==> config.mk <==
export PLATFORM = sky130hd
export DESIGN_NAME = hilo_unit
export DESIGN_NICKNAME = d
export VERILOG_FILES = /design/src/rtl/md_pkg.sv /design/src/rtl/md_iter_core.sv /design/src/rtl/hilo_unit.sv
export SDC_FILE = /design/constraint.sdc
export NUM_CORES = 1
export LEC_CHECK = 0
export ABC_AREA = 0
export CORE_MARGIN = 2
export CORE_UTILIZATION = 35
export CTS_CLUSTER_SIZE = 30
export DETAILED_ROUTE_END_ITERATION = 7
export GPL_TIMING_DRIVEN = 0
export SYNTH_ARGS = -nofsm -noshare
export SYNTH_HDL_FRONTEND = slang
export SYNTH_SLANG_ARGS = --single-unit
==> constraint.sdc <==
create_clock -name clk -period 4.48 [get_ports clk]
set_input_delay 0.896 -clock clk [delete_from_list [all_inputs] [get_ports clk]]
set_output_delay 0.896 -clock clk [all_outputs]
set_load 0.005 [all_outputs]
==> src/rtl/md_pkg.sv <==
// Shared definitions for the multiply/divide unit and the instruction decoder.
//   MD_* : operation codes carried on the 'f' field
//   md_state_e : sequencing states of hilo_unit
package md_pkg;

  localparam logic [1:0] MD_DIV   = 2'd0;
  localparam logic [1:0] MD_DIVU  = 2'd1;
  localparam logic [1:0] MD_MULT  = 2'd2;
  localparam logic [1:0] MD_MULTU = 2'd3;

  typedef enum logic [1:0] {
    StIdle = 2'd0,
    StRun  = 2'd1,
    StFix  = 2'd2
  } md_state_e;

endpackage

==> src/rtl/md_iter_core.sv <==
// Per-iteration datapath for unsigned shift-add multiply and restoring divide.
// Ports:
//   clk_i, reset_i       : clock, synchronous active-high reset
//   load_i               : initialise accumulator, operand and counter
//   step_i               : perform one iteration
//   is_div_i             : 1 = divide step, 0 = multiply step
//   load_m_i             : multiplicand / divisor magnitude
//   load_lo_i            : multiplier / dividend magnitude
//   acc_hi_o, acc_lo_o   : accumulator (product, or remainder:quotient)
//   last_o               : the current step is the final iteration
module md_iter_core #(
  parameter int unsigned Width = 32
) (
  input  logic             clk_i,
  input  logic             reset_i,
  input  logic             load_i,
  input  logic             step_i,
  input  logic             is_div_i,
  input  logic [Width-1:0] load_m_i,
  input  logic [Width-1:0] load_lo_i,
  output logic [Width-1:0] acc_hi_o,
  output logic [Width-1:0] acc_lo_o,
  output logic             last_o
);

  localparam int unsigned CntW = $clog2(Width);

  logic [Width-1:0] acc_hi_q, acc_hi_d;
  logic [Width-1:0] acc_lo_q, acc_lo_d;
  logic [Width-1:0] m_q, m_d;
  logic [CntW-1:0]  cnt_q, cnt_d;

  logic [Width:0]   mul_sum;
  logic [Width:0]   div_sh;
  logic             div_ge;
  logic [Width-1:0] div_diff;

  assign last_o   = (cnt_q == CntW'(Width - 1));
  assign acc_hi_o = acc_hi_q;
  assign acc_lo_o = acc_lo_q;

  always_comb begin
    acc_hi_d = acc_hi_q;
    acc_lo_d = acc_lo_q;
    m_d      = m_q;
    cnt_d    = cnt_q;

    // Multiply: add multiplicand when the current multiplier bit is set, then
    // shift {carry, hi, lo} right; multiplier bits drain out of lo as product bits fill it.
    mul_sum  = {1'b0, acc_hi_q} + (acc_lo_q[0] ? {1'b0, m_q} : '0);

    // Divide: shift next dividend bit into the partial remainder and trial-subtract.
    // The remainder stays below the divisor, so the difference fits in Width bits.
    div_sh   = {acc_hi_q, acc_lo_q[Width-1]};
    div_ge   = (div_sh >= {1'b0, m_q});
    div_diff = div_sh[Width-1:0] - m_q;

    if (load_i) begin
      acc_hi_d = '0;
      acc_lo_d = load_lo_i;
      m_d      = load_m_i;
      cnt_d    = '0;
    end else if (step_i) begin
      cnt_d = last_o ? '0 : cnt_q + CntW'(1);
      if (is_div_i) begin
        acc_hi_d = div_ge ? div_diff : div_sh[Width-1:0];
        acc_lo_d = {acc_lo_q[Width-2:0], div_ge};
      end else begin
        acc_hi_d = mul_sum[Width:1];
        acc_lo_d = {mul_sum[0], acc_lo_q[Width-1:1]};
      end
    end
  end

  always_ff @(posedge clk_i) begin
    if (reset_i) begin
      acc_hi_q <= '0;
      acc_lo_q <= '0;
      m_q      <= '0;
      cnt_q    <= '0;
    end else begin
      acc_hi_q <= acc_hi_d;
      acc_lo_q <= acc_lo_d;
      m_q      <= m_d;
      cnt_q    <= cnt_d;
    end
  end

endmodule

==> src/rtl/hilo_unit.sv <==
// Multi-cycle multiply/divide unit with architectural HI/LO registers.
// Ports:
//   clk, reset      : clock, synchronous active-high reset
//   start, f        : operation request and code (DIV/DIVU/MULT/MULTU)
//   op1, op2        : rs (dividend/multiplicand), rt (divisor/multiplier)
//   mthi, mtlo      : write op1 into HI / LO when idle
//   hi, lo          : HI/LO register contents
//   busy            : operation in flight
//   done            : one-cycle pulse when new HI/LO values first appear
module hilo_unit
  import md_pkg::*;
#(
  parameter int unsigned WIDTH = 32
) (
  input  logic             clk,
  input  logic             reset,
  input  logic             start,
  input  logic [1:0]       f,
  input  logic [WIDTH-1:0] op1,
  input  logic [WIDTH-1:0] op2,
  input  logic             mthi,
  input  logic             mtlo,
  output logic [WIDTH-1:0] hi,
  output logic [WIDTH-1:0] lo,
  output logic             busy,
  output logic             done
);

  md_state_e        state_q, state_d;
  logic             is_mul_q, is_mul_d;
  logic             neg_q, neg_d;       // quotient / product is negative
  logic             rem_neg_q, rem_neg_d;
  logic             dz_q, dz_d;         // divide by zero
  logic [WIDTH-1:0] op1_q, op1_d;       // original dividend, returned in HI on divide by zero
  logic [WIDTH-1:0] hi_q, hi_d;
  logic [WIDTH-1:0] lo_q, lo_d;
  logic             done_q, done_d;

  logic             in_signed, in_div, s1, s2;
  logic [WIDTH-1:0] mag1, mag2;
  logic             core_load, core_step, core_last;
  logic [WIDTH-1:0] acc_hi, acc_lo;
  logic [2*WIDTH-1:0] prod, prod_fix;
  logic [WIDTH-1:0] quo_fix, rem_fix;

  assign in_signed = (f == MD_DIV) || (f == MD_MULT);
  assign in_div    = (f == MD_DIV) || (f == MD_DIVU);
  assign s1        = in_signed & op1[WIDTH-1];
  assign s2        = in_signed & op2[WIDTH-1];
  // Negating the most negative value yields 2^(WIDTH-1) read as unsigned, which
  // is the correct magnitude; this also makes MIN / -1 fall out as MIN, rem 0.
  assign mag1      = s1 ? -op1 : op1;
  assign mag2      = s2 ? -op2 : op2;

  assign core_step = (state_q == StRun);

  md_iter_core #(
    .Width(WIDTH)
  ) u_core (
    .clk_i    (clk),
    .reset_i  (reset),
    .load_i   (core_load),
    .step_i   (core_step),
    .is_div_i (~is_mul_q),
    .load_m_i (in_div ? mag2 : mag1),
    .load_lo_i(in_div ? mag1 : mag2),
    .acc_hi_o (acc_hi),
    .acc_lo_o (acc_lo),
    .last_o   (core_last)
  );

  assign prod     = {acc_hi, acc_lo};
  assign prod_fix = neg_q ? -prod : prod;
  assign quo_fix  = neg_q ? -acc_lo : acc_lo;
  assign rem_fix  = rem_neg_q ? -acc_hi : acc_hi;

  always_comb begin
    state_d   = state_q;
    is_mul_d  = is_mul_q;
    neg_d     = neg_q;
    rem_neg_d = rem_neg_q;
    dz_d      = dz_q;
    op1_d     = op1_q;
    hi_d      = hi_q;
    lo_d      = lo_q;
    done_d    = 1'b0;
    core_load = 1'b0;

    unique case (state_q)
      StIdle: begin
        if (start) begin
          // start wins over a simultaneous mthi/mtlo
          state_d   = StRun;
          core_load = 1'b1;
          is_mul_d  = ~in_div;
          neg_d     = s1 ^ s2;
          rem_neg_d = s1;
          dz_d      = (op2 == '0);
          op1_d     = op1;
        end else begin
          if (mthi) hi_d = op1;
          if (mtlo) lo_d = op1;
        end
      end
      StRun: begin
        if (core_last) state_d = StFix;
      end
      StFix: begin
        if (is_mul_q) begin
          {hi_d, lo_d} = prod_fix;
        end else if (dz_q) begin
          hi_d = op1_q;
          lo_d = '1;
        end else begin
          hi_d = rem_fix;
          lo_d = quo_fix;
        end
        done_d  = 1'b1;
        state_d = StIdle;
      end
      default: state_d = StIdle;
    endcase
  end

  always_ff @(posedge clk) begin
    if (reset) begin
      state_q   <= StIdle;
      is_mul_q  <= 1'b0;
      neg_q     <= 1'b0;
      rem_neg_q <= 1'b0;
      dz_q      <= 1'b0;
      op1_q     <= '0;
      hi_q      <= '0;
      lo_q      <= '0;
      done_q    <= 1'b0;
    end else begin
      state_q   <= state_d;
      is_mul_q  <= is_mul_d;
      neg_q     <= neg_d;
      rem_neg_q <= rem_neg_d;
      dz_q      <= dz_d;
      op1_q     <= op1_d;
      hi_q      <= hi_d;
      lo_q      <= lo_d;
      done_q    <= done_d;
    end
  end

  assign hi   = hi_q;
  assign lo   = lo_q;
  assign busy = (state_q != StIdle);
  assign done = done_q;

endmodule

# --- Word level (Yosys, flattened, before mapping) ---
# Index checks and enable logic that the tools add are counted.
totals:
  reg_bits: 204
  latchBits: 0
  ramBits: 0
  rom_bits: 0
  inputBits: 71
  out_inout_bits: 66
  elab_cells: 79
  memories: 0
op_classes:
  n_addsub: 8
  n_mul: 0
  div_mod_pow: 0
  order_cmp: 1
  n_eq_ne: 10
  shifts: 0
  muxes: 30
  bitwise: 4
  n_reduce_logical: 13
ops:
  columns: ["operator", "n"]
  rows:
  - ["two-way mux 32 bit", 20]
  - ["negation 32 bit", 4]
  - ["case mux 32 bit (2 select lines)", 2]
  - ["two-way mux 64 bit", 1]
  - ["negation 64 bit", 1]
  - ["adder 32 x 33 -> 33 bit", 1]
  - ["greater-or-equal comparator 33 x 32 -> 1 bit", 1]
  - ["zero test 32 bit", 1]
  - ["subtractor 32 bit", 1]
  - ["!= test 2 bit (second input constant)", 4]
  - ["AND reduction 3 bit", 2]
  - ["nonzero test 2 bit", 3]
  - ["adder 5 x 1 -> 5 bit (second input constant)", 1]
  - ["== test 5 bit (second input constant)", 1]
  - ["two-way mux 5 bit", 1]
  - ["== test 2 x 1 -> 1 bit (second input constant)", 2]
  - ["== test 2 bit (second input constant)", 2]
  - ["zero test 2 bit", 2]
  - ["two-way mux 2 bit", 2]
  - ["case mux 2 bit (2 select lines)", 1]
  - ["AND reduction 2 bit", 2]
  - ["two-way mux 1 bit", 3]
  - ["AND 1 bit", 2]
  - ["logical OR 1 bit", 2]
  - ["other kinds (4)", 4]

# --- Depth between registers and ports, before layout ---
logic_depth:
  word_depth: 6
  ltp_mapped: 15
  mapped_depth_nobuf: 13

# --- Hierarchy ---
# A second synthesis with hierarchy kept.
unflattened:
  hier_cells: 2275
  hier_area_um2: 17270.3
modules_own_cells:
  columns: ["mod", "instances", "cells_per_inst", "area_per_inst_um2", "seq_area_each_um2"]
  rows:
  - ["hilo_unit", 1, 1190, 8778.4, 2062.0]
  - ["md_iter_core", 1, 1085, 8491.9, 2021.9]

# --- Worst setup path after synthesis ---
# No wires, ideal clock.
synth_path:
  kind: "reg2reg"
  startpoint: "register u_core.acc_lo_q[0], in the netlist u_core.acc_lo_o[0]"
  endpoint: "register u_core.acc_hi_q[30], in the netlist u_core.acc_hi_o[30]"
  setup_time_ps: 70
  arrival_ps: 3421
  slack_ps: 989
  path_stages_with_launch: 14
  cell_sequence: "dfxtp_1 inv_1 buf_1 nor2_1 ha_1 a21o_1 a2111oi_0 a21oi_1 o41ai_1 o21ai_0 a221oi_1 xnor2_1 o221ai_1 a21oi_1"
synth_via:
  elab_chain_len: 3
synth_rtl:
  columns: ["item", "line_no", "text"]
  rows:
  - ["start: declaration", "md_iter_core.sv:29", "logic [Width-1:0] acc_lo_q, acc_lo_d;"]
  - ["start signal: assignment", "md_iter_core.sv:83", "acc_lo_q <= acc_lo_d;"]
  - ["two-way mux 32 bit", "md_iter_core.sv:50", "mul_sum = {1'b0, acc_hi_q} + (acc_lo_q[0] ? {1'b0, m_q} : '0);"]
  - ["adder 32 x 33 -> 33 bit", "md_iter_core.sv:50", null]
  - ["two-way mux 32 bit", "md_iter_core.sv:65", "if (is_div_i) begin"]
  - ["end signal: assignment", "md_iter_core.sv:82", "acc_hi_q <= acc_hi_d;"]
  - ["end: declaration", "md_iter_core.sv:28", "logic [Width-1:0] acc_hi_q, acc_hi_d;"]
# No other way between the ends.
# A chain may end at the register's enable or synchronous reset.

# --- Final worst setup path ---
layout_path:
  startpoint: "register u_core.acc_lo_q[0], in the netlist u_core.acc_lo_o[0]"
  endpoint: "register u_core.acc_hi_q[24], in the netlist u_core.acc_hi_o[24]"
# The elaborated chain is that of the path after synthesis.

==> summary.txt <==
Yosys
  • Synth unique cells: 81
  • Mapped Nets: approximately 2500
  • Post-synth EDFFs: 0
  • Post-synthesis sequential area ratio: ~24%
  • Most common flop cell mapped by yosys: dfxtp_1
  • Synth warn: 0
  • Cell area after synthesis: between 15000 and 20000 µm²
  • Post-Syn Instances: ~2300
  • Syn_area_per_cell: about 7 µm²
  • Post-synthesis register bit count: approximately 200
  • Async SR Flop Fraction: 0%

Setup path
  • Critical Path Fanout Max: 10
  • FF-to-FF Start: u_core.acc_lo_o[0]$_SDFFE_PP0P_
  • R2R depth: 13
  • Crit Path Category: register to register
  • Worst setup path endpoint: u_core.acc_hi_o[24]$_SDFFE_PP0P_
  • Crit path from: u_core.acc_lo_o[0]$_SDFFE_PP0P_
  • Crit path DAT: ~4700 ps
  • Crit start category: register
  • Crit Reg-Reg Endpoint: u_core.acc_hi_o[24]$_SDFFE_PP0P_
  • Crit. End Element: register
  • CP Data Required Time: 4910 ps
  • Reg2reg setup slack: roughly 200 ps

STA
  • Least-Margin Pin Slew: ~1300 ps
  • Final WS setup: approximately 200 ps
  • FMAX: roughly 230 MHz
  • Fin crit share: a little over nine tenths
  • Setup Skew: approximately 17 ps
  • Unrepaired setup endpoints after global routing: false
  • Final hold violation count: 0
  • Max-slew violations: 0
  • Setup violations, final: 0
  • Hold WS: approximately 450 ps
  • Worst slew margin: 16.3%
  • Tmin final: approximately 4300 ps

Placement
  • Inst Count DP: a little over 3000
  • IO buf count: around 130
  • Post-DP HPWL: 63.5 mm
  • Final GP Congestion: 0.962
  • Placed Area: roughly 19000 µm²
  • Dpl ws: -789 ps

Global route
  • Global route overflow: 0
  • Initial antenna violation count: 0
  • All-layer global routing usage: 30.9%
  • Vias in the first global route: 17800
  • First-pass GRT wire length: approximately 120 mm
  • Pin count of the biggest net entering global routing: 14

Floorplanning
  • Initial Utilization: 35.3%
  • Die area: between 40000 and 50000 µm²
  • Core Region: roughly 48000 µm²
  • Io pins: between 100 and 150
  • Row count: 80
  • Die height: between 200 and 250 µm
  • Die X: between 200 and 250 µm

Power and ir drop
  • Net Sw Frac: between 30% and 40%
  • Worst VDD drop: 0.227 mV
  • Clock power frac: 33.0%
  • Seq pwr share: between 30% and 40%
  • Switching pwr: between 2 and 3 mW
  • Logic pwr share: 35.6%
  • Tot Pwr: approximately 6.6 mW
  • Internal power: between 3 and 4 mW
  • Leakage: roughly 7.3 nW
  • Power Density: 335 nW/µm²

Run
  • MaxCap Viol Count: 0

Clocking
  • Maximum buffer depth of the clock tree: 3
  • Clk pin slew, worst setup/hold paths: roughly 60 ps
  • Clock root cell: clkbuf_16
  • Clock Sinks: 204
  • Number of buffers created by CTS: 25
  • Hold buffers post-CTS: 0
  • Worst skew pair latency: 580 ps
  • H-tree depth: 1
  • CTS tree: yes

Final layout
  • Layout cells sized above 1: around 3.8%
  • Area delta synth->final: 17.4%
  • Nets: about 2600
  • Antenna Cells: 0
  • Design Area, Final: a little under 20000 µm²
  • Fillers: around 5000
  • Final cell count without fillers: 3117

Detailed routing
  • Post-Route WL: 79.6 mm
  • Post-route ant nets: 0
  • Met2 Routed Length: about 35 mm
  • Routed wl met3: roughly 6.4 mm
  • DRC: 0
  • 1st-pass router iterations: 6
  • Initial DRC count: approximately 2300
  • Mean routed wirelength per cell: roughly 26 µm
  • Vias per cell: between 6 and 7
  • Top Layer Used: met4
  • Met1 wire length: 33.9 mm
  • Via count: 19000

Worst hold path
  • Min-delay src: lo[4]$_SDFFE_PP0P_
  • Worst Hold Class: register to register

Outcome
  • Status: finished clean
## layout by cell type, fill, tap and decap left out, types with 17 or more instances in the layout
cell,count
a211oi_1,63
a21o_1,45
a21oi_1,258
a31oi_1,17
buf_1,19
clkbuf_1,183
clkbuf_16,25
clkdlybuf4s50_1,125
dfxtp_1,203
ha_1,70
inv_1,61
mux2i_1,46
nand2_1,293
nand2b_1,22
nand3_1,40
nor2_1,216
nor3_1,49
nor4_1,17
o211ai_1,53
o21ai_0,135
o221ai_1,36
o22ai_1,21
o31ai_1,34
xnor2_1,105
xor2_1,93
## power by group through the flow
stage               logic, mW  clock network [mW]  registers [mW]
finish                   2.35                2.18            2.07
global route             2.51                2.25            2.07
CTS                      2.29                2.18            2.06
detailed placement       2.27                   0            2.10
global placement         2.26                   0            2.10
floorplan                1.45                   0            2.05
## cells by family after synthesis
family                   count (synthesis)  synth area share [%]
flip-flops                             204                  24.4
AO/OA/AOI/OAI                          788                  30.3
buffers and inverters                  266                  6.02
multiplexers                            55                  3.35
adder cells (fa/ha/maj)                 72                  5.46
XOR/XNOR                               198                  10.3
AND/OR/NAND/NOR                        748                  20.2
## state kept, by name (all words and copies together), names as in the netlist, 2 cells and up
name,cells
hi,32
lo,32
op1_q,32
u_core.acc_hi_o,32
u_core.acc_lo_o,32
u_core.m_q,32
u_core.cnt_q,5
state_q,2
## worst max-delay path, cell delays in order (launching register included)
cell and delay (ps):
dfxtp_2 490, clkinvlp_4 210, buf_1 250, nor2_1 160, ha_1 310, a21o_1 220
a2111oi_1 560, a21oi_1 310, a31oi_1 400, o31ai_1 230, o41ai_2 380, o221ai_1 230
xnor2_1 280, a221oi_1 120
## layout make-up
class                   instances  area (µm²)  area share [%]
plain buffers                 202         772            3.92
clock buffers                  34         689            3.50
clock inverters                12         165           0.839
inverters                      63         240            1.22
multi-input cells            1861       11700            59.5
flip-flops and latches        204        4090            20.8
well taps                     615         769            3.91
repair buffers                126        1260            6.39
## worst min-delay path by stage
| stage | depth (start not counted) | slack, ps | end |
|---|---|---|---|
| final | 2 | 450 | lo[4]$_SDFFE_PP0P_ |
| after global routing | 2 | 470 | op1_q[31]$_SDFFE_PP0P_ |
| after CTS | 2 | 450 | lo[4]$_SDFFE_PP0P_ |
| after detailed placement | 2 | 450 | lo[4]$_SDFFE_PP0P_ |
| after global placement | 2 | 440 | op1_q[31]$_SDFFE_PP0P_ |
| after floorplan | 2 | 430 | op1_q[28]$_SDFFE_PP0P_ |
## metal layers
layer / vias up / GRT usage (%)
met5: - / 0
met4: 0 / 12.8
met3: 176 / 4.82
met1: 9239 / 41.5
met2: 911 / 49.5
li1: 8710 / -
## what timing repair did
item | 4_1_cts | 5_1_grt
setup endpoints to repair | 14 | 23
setup buffers | 1 | 0
gates resized for setup | 7 | 2
pin swaps | 0 | 1
## metrics by stage
step | TNS, ps | util (%)
after floorplan | 0 | -
after global placement | -3520 | 39.5
after detailed placement | -4380 | 39.5
after CTS | 0 | 41.4
after global routing | 0 | 41.4
final | 0 | 41.4
## synth_stat cells, types with 40 or more instances
library cell	number	share of area, %
a211oi_1	63	2.8
a21o_1	45	2.0
a21oi_1	258	7.7
clkbuf_1	177	4.0
dfxtp_1	204	24
ha_1	70	5.2
inv_1	62	1.4
mux2i_1	46	2.7
nand2_1	293	6.6
nand3_1	40	1.2
nor2_1	216	4.8
nor3_1	49	1.5
o211ai_1	53	2.4
o21ai_0	135	4.0
xnor2_1	105	5.5
xor2_1	93	4.9
(Power assumes the default switching activity.)
